==> src/rtl/cnn_layer_accel_quad_job_seq.sv <==
// Job sequencer for one cnn_layer_accel quad: descriptor intake, quad handshake, fetch forwarding, watchdog.
// Latency: descriptor accepted at cycle N -> job_start high at N+1; every output is registered.
// Backpressure: job_desc_ready is high only in IDLE; the quad and fetch engine hold levels until answered.
module cnn_layer_accel_quad_job_seq #(
  parameter int          C_CNT_WIDTH      = 16,
  parameter int unsigned C_TIMEOUT_CYCLES = 65535
) (
  input  logic                   clk_if,
  input  logic                   rst,
  input  logic                   job_desc_valid,
  output logic                   job_desc_ready,
  input  logic [127:0]           job_desc_data,
  output logic                   job_start,
  input  logic                   job_accept,
  output logic [127:0]           job_parameters,
  input  logic                   job_fetch_request,
  output logic                   job_fetch_ack,
  output logic                   job_fetch_complete,
  input  logic                   job_complete,
  output logic                   job_complete_ack,
  output logic                   fetch_req,
  input  logic                   fetch_done,
  input  logic                   clear_err,
  output logic                   busy,
  output logic                   timeout_err,
  output logic [C_CNT_WIDTH-1:0] jobs_done_count
);

  typedef enum logic [2:0] {
    S_IDLE  = 3'd0,
    S_START = 3'd1,
    S_RUN   = 3'd2,
    S_FETCH = 3'd3,
    S_CMPL  = 3'd4,
    S_ERROR = 3'd5
  } state_t;

  state_t                 state_q, state_d;
  logic [127:0]           params_q, params_d;
  logic                   start_q, start_d;
  logic                   fack_q, fack_d;
  logic                   fcmpl_q, fcmpl_d;
  logic                   cack_q, cack_d;
  logic                   freq_q, freq_d;
  logic                   rdy_q, rdy_d;
  logic                   err_q, err_d;
  logic                   busy_q, busy_d;
  logic [C_CNT_WIDTH-1:0] cnt_q, cnt_d;
  logic [31:0]            wd_q, wd_d;
  logic                   active;

  // Next-state and registered-output computation; watchdog overrides the handshake when it fires.
  always_comb begin
    state_d  = state_q;
    params_d = params_q;
    start_d  = start_q;
    fack_d   = 1'b0;
    fcmpl_d  = 1'b0;
    cack_d   = cack_q;
    freq_d   = freq_q;
    rdy_d    = rdy_q;
    err_d    = err_q;
    cnt_d    = cnt_q;
    wd_d     = 32'd0;
    active   = 1'b0;

    case (state_q)
      S_IDLE: begin
        rdy_d = 1'b1;
        if (job_desc_valid) begin
          params_d = job_desc_data;
          start_d  = 1'b1;
          rdy_d    = 1'b0;
          state_d  = S_START;
        end
      end
      S_START: begin
        active = 1'b1;
        if (job_accept) begin
          start_d = 1'b0;
          state_d = S_RUN;
        end
      end
      S_RUN: begin
        active = 1'b1;
        // Completion wins over a simultaneous fetch request.
        if (job_complete) begin
          cack_d  = 1'b1;
          cnt_d   = cnt_q + 1'b1;
          state_d = S_CMPL;
        end else if (job_fetch_request) begin
          fack_d  = 1'b1;
          freq_d  = 1'b1;
          state_d = S_FETCH;
        end
      end
      S_FETCH: begin
        active = 1'b1;
        if (fetch_done) begin
          freq_d  = 1'b0;
          fcmpl_d = 1'b1;
          state_d = S_RUN;
        end
      end
      S_CMPL: begin
        active = 1'b1;
        if (!job_complete) begin
          cack_d  = 1'b0;
          rdy_d   = 1'b1;
          state_d = S_IDLE;
        end
      end
      S_ERROR: begin
        if (clear_err) begin
          err_d   = 1'b0;
          rdy_d   = 1'b1;
          state_d = S_IDLE;
        end
      end
      default: begin
        state_d = S_IDLE;
        rdy_d   = 1'b1;
      end
    endcase

    // Watchdog counts dwell time in the current state; any transition restarts it.
    if (active && (state_d == state_q)) begin
      if ((C_TIMEOUT_CYCLES != 0) && (wd_q == (C_TIMEOUT_CYCLES - 32'd1))) begin
        state_d = S_ERROR;
        err_d   = 1'b1;
        start_d = 1'b0;
        fack_d  = 1'b0;
        fcmpl_d = 1'b0;
        cack_d  = 1'b0;
        freq_d  = 1'b0;
        rdy_d   = 1'b0;
      end else begin
        wd_d = wd_q + 32'd1;
      end
    end

    busy_d = (state_d != S_IDLE);
  end

  // State and output registers with asynchronous reset.
  always_ff @(posedge clk_if or posedge rst) begin
    if (rst) begin
      state_q  <= S_IDLE;
      params_q <= '0;
      start_q  <= 1'b0;
      fack_q   <= 1'b0;
      fcmpl_q  <= 1'b0;
      cack_q   <= 1'b0;
      freq_q   <= 1'b0;
      rdy_q    <= 1'b1;
      err_q    <= 1'b0;
      busy_q   <= 1'b0;
      cnt_q    <= '0;
      wd_q     <= 32'd0;
    end else begin
      state_q  <= state_d;
      params_q <= params_d;
      start_q  <= start_d;
      fack_q   <= fack_d;
      fcmpl_q  <= fcmpl_d;
      cack_q   <= cack_d;
      freq_q   <= freq_d;
      rdy_q    <= rdy_d;
      err_q    <= err_d;
      busy_q   <= busy_d;
      cnt_q    <= cnt_d;
      wd_q     <= wd_d;
    end
  end

  assign job_desc_ready     = rdy_q;
  assign job_start          = start_q;
  assign job_parameters     = params_q;
  assign job_fetch_ack      = fack_q;
  assign job_fetch_complete = fcmpl_q;
  assign job_complete_ack   = cack_q;
  assign fetch_req          = freq_q;
  assign busy               = busy_q;
  assign timeout_err        = err_q;
  assign jobs_done_count    = cnt_q;

endmodule

==> config.mk <==
export PLATFORM = sky130hd
export DESIGN_NAME = cnn_layer_accel_quad_job_seq
export DESIGN_NICKNAME = d
export VERILOG_FILES = /design/src/rtl/cnn_layer_accel_quad_job_seq.sv
export SDC_FILE = /design/constraint.sdc
export NUM_CORES = 1
export LEC_CHECK = 0
export BUFFER_PORTS_ARGS = -buffer_cell sky130_fd_sc_hd__buf_2
export CORE_MARGIN = 5
export CORE_UTILIZATION = 50
export CTS_CLUSTER_SIZE = 30
export DETAILED_ROUTE_END_ITERATION = 10
export HOLD_SLACK_MARGIN = 0.03
export PLACE_DENSITY = 0.81
export SETUP_SLACK_MARGIN = 0.15
export SYNTH_ARGS = -nofsm -noshare
export SYNTH_HDL_FRONTEND = slang
export SYNTH_SLANG_ARGS = --single-unit
export TNS_END_PERCENT = 50
==> constraint.sdc <==
create_clock -name clk_if -period 16.41 [get_ports clk_if]
set_clock_uncertainty 0.05 [all_clocks]
set_input_delay 0.8205 -clock clk_if [delete_from_list [all_inputs] [get_ports clk_if]]
set_output_delay 0.8205 -clock clk_if [all_outputs]
set_load 0.01 [all_outputs]
==> results.md <==
- Initial antenna violation count: 3
- Nets: between 1000 and 1500
- Port Buf Inserts: 287
- Post-CTS Setup Inserts: 0
- Per-cell routed wire length: between 15 and 20 um
- Peak VDD IR: a little under 90 uV
- Synth warn: 0
- Via count: 5680
- CTS Buf Count: 17
- Setup_tns: 0 ns
- Worst setup startpoint: state_q[1]
- Clock sinks: ~190
- Routed Antenna Nets: 0
- Sw frac: 0.343
- Max_slew headroom: 0.295
- H-tree level count: 4
- Total gr overflow: 0
- Die Ht: between 100 and 150 um
- Final setup violation count: 0
- Minimum clock period: 2.97 ns
- Clock Pin Slew Worst Setup and Hold Paths: about 0.07 ns
- Multi-input logic area: a little under 3000 sq um
- Commonest non-fill, non-tap cell in the layout: buf_2
- GPL Wtd Cong: approximately 0.87
- Worst hold-check path type: reg2reg
- CTS tree: done
- Fin. max-slew vios: 0
- Setup WS pre-CTS: about 13 ns
- Slew at the pin closest to its max-slew limit: 1.06 ns
- Fillers: approximately 1100
- Post-Synthesis Cells: 590
- Reg power frac: 0.410
- Most frequent cells in the layout: 287 x buf_2, 186 x dfrtp_1, 130 x mux2_2
- Residual DRC count: 0
- Vias/cell: slightly above 5
- Clk pwr share: 0.220
- Post-synth top flop: dfrtp_1
- Sequential standard cell area: roughly 4700 sq um
- Setup crit start kind: flop
- Fin crit share: 0.181
- DP HPWL: between 15000 and 20000 um
- Root buffer cell: clkbuf_16
- GRT Overall Usage: 0.220
- Clk_lat worst skew: roughly 0.43 ns
- PD cells: about 180 nW/um^2
- Drt first-iter violations: about 410
- Logic gate share of total power: 0.369
- R2r startpoint: state_q[1]
- Max Clock Freq: around 340 MHz
- Synthesized net count: between 700 and 800
- Crit. End Element: flop
- Synth Register Bits: between 150 and 200
- Largest net degree at the start of global routing: about 120
- Die Area: between 15000 and 20000 sq um
- Synth Cell Area: a little under 8000 sq um
- Layout cells sized above 1: 0.525
- Internal power: around 1.2 mW
- FP Rows: 45
- IO Pins: between 200 and 300
- Vias in the first global route: approximately 5700
- Static leakage: approximately 4.7 nW
- Number of distinct library cells after synthesis: 52
- Final setup margin: 13.44 ns
- CTS max path bufs: 2
- HP Start: jobs_done_count[15]
- Critical Path AT: 3.23 ns
- Critical path fanouts, max: between 80 and 90
- Hold_buf cts: 0
- RSZ-0062 raised after global routing: no
- WP data required: 16.67 ns
- Sequential area share after synthesis: 0.600
- CP Class: reg2reg
- First-pass DRT Iterations: 4
- First-pass GRT wire length: between 30000 and 40000 um
- Max cap viols: 0
- Avg Cell Area, Syn: roughly 13 sq um
- Total power: between 1.5 and 2 mW
- Synth async-reset ratio: 1.00
- Final hold violations: 0
- WL final: a little over 20000 um
- Core area: 15300 sq um
- Starting Density: 0.511
- Die X: ~130 um
- EDFF count, synth: 0
- Status: finished, final reports clean
- Area delta synth->final: 28.2%
- Switching Power: 0.623 mW
- Post-CTS Resized: 0
cell type report:
cell class | count | area share
flip-flops and latches | 187 | 0.468
diodes | 2 | 0.000501
multi-input cells | 364 | 0.295
inverters | 12 | 0.00501
well taps | 211 | 0.0264
repair buffers | 291 | 0.147
clock inverters | 13 | 0.0130
clock buffers | 19 | 0.0453
metrics by stage:
step / instances / instance area (sq um) / utilization / hold WS [ns]
after CTS: 1097 / 9990 / 0.655 / 0.425
after floorplan: 590 / 7800 / - / 0.429
after global placement: 1065 / 9410 / 0.617 / 0.405
after global routing: 1099 / 10000 / 0.655 / 0.458
final: 1099 / 10000 / 0.655 / 0.420
after detailed placement: 1065 / 9410 / 0.617 / 0.416
layer usage:
layer | vias to the layer above | part of all wire | global-route usage
met3 | 37 | 0.067 | 0.0622
met2 | 176 | 0.53 | 0.386
met5 | - | 0.00034 | 0
met1 | 2796 | 0.37 | 0.250
met4 | 2 | 0.028 | 0.0979
li1 | 2669 | - | -
power by group through the flow:
stage	Sequential [mW]	Clock [mW]	Combinational, mW
after global placement	0.742	0	0.662
after detailed placement	0.752	0	0.680
after CTS	0.746	0.408	0.683
after global routing	0.768	0.427	0.716
final	0.746	0.400	0.671
after floorplan	0.824	0	0.315
state kept, by name (all words and copies together), names as in the netlist:
name and count:
job_parameters 128, job_fetch_complete 1, job_fetch_ack 1, job_start 1, fetch_req 1, state_q 3, wd_q 32, timeout_err 1
busy 1, jobs_done_count 16, job_complete_ack 1, job_desc_ready 1
worst paths after layout:
check                           slack [ns]                   to  cells past startpoint
max in group asynchronous            14.26              wd_q[4]                      3
min in group asynchronous             0.57  job_parameters[123]                      2
worst max-delay path                 13.44  job_parameters[118]                      5
worst min-delay path                  0.42  jobs_done_count[15]                      1
worst min register to register        0.42  jobs_done_count[15]                      1
worst max register to register       13.44  job_parameters[118]                      5
cell families after synthesis:
family,count (synthesis),synth area share
fa+ha+maj,3,0.00481
mux,130,0.188
xor+xnor,31,0.0348
buf+inv,39,0.0226
simple gates,153,0.110
compound gates,47,0.0406
flops,187,0.600
worst max-delay path, cell delays in order, from the launching register on:
cell	delay, ns
dfrtp_1	0.53
nand2b_1	0.25
nor3_2	0.11
buf_4	0.52
buf_4	0.92
mux2_2	0.43
cell usage after synthesis, types with 2 or more instances:
cell type  instances  area share
a211oi_1           2      0.0019
a21oi_1           21       0.013
a22oi_1            2      0.0019
a31oi_1            2      0.0016
and2_1             2      0.0016
and3_1             7      0.0056
and4_1             4      0.0045
buf_2             17       0.011
clkbuf_1           8      0.0038
dfrtp_1          186        0.60
ha_1               3      0.0048
inv_1             12      0.0058
mux2_2           130        0.19
nand2_1           30       0.014
nand2b_1           4      0.0032
nand3_1           15      0.0096
nand3b_1           2      0.0019
nand4_1           12      0.0096
nand4b_1           3      0.0034
nor2_1            34       0.016
nor2b_1            2      0.0016
nor3_1            15      0.0096
nor4_1             6      0.0048
nor4_4             2      0.0055
o21ai_0            3      0.0019
o31ai_1            4      0.0038
o41ai_1            3      0.0034
or3_1              6      0.0048
xnor2_1           19       0.021
xor2_1            12       0.013
Power figures use the tool's default switching activity.
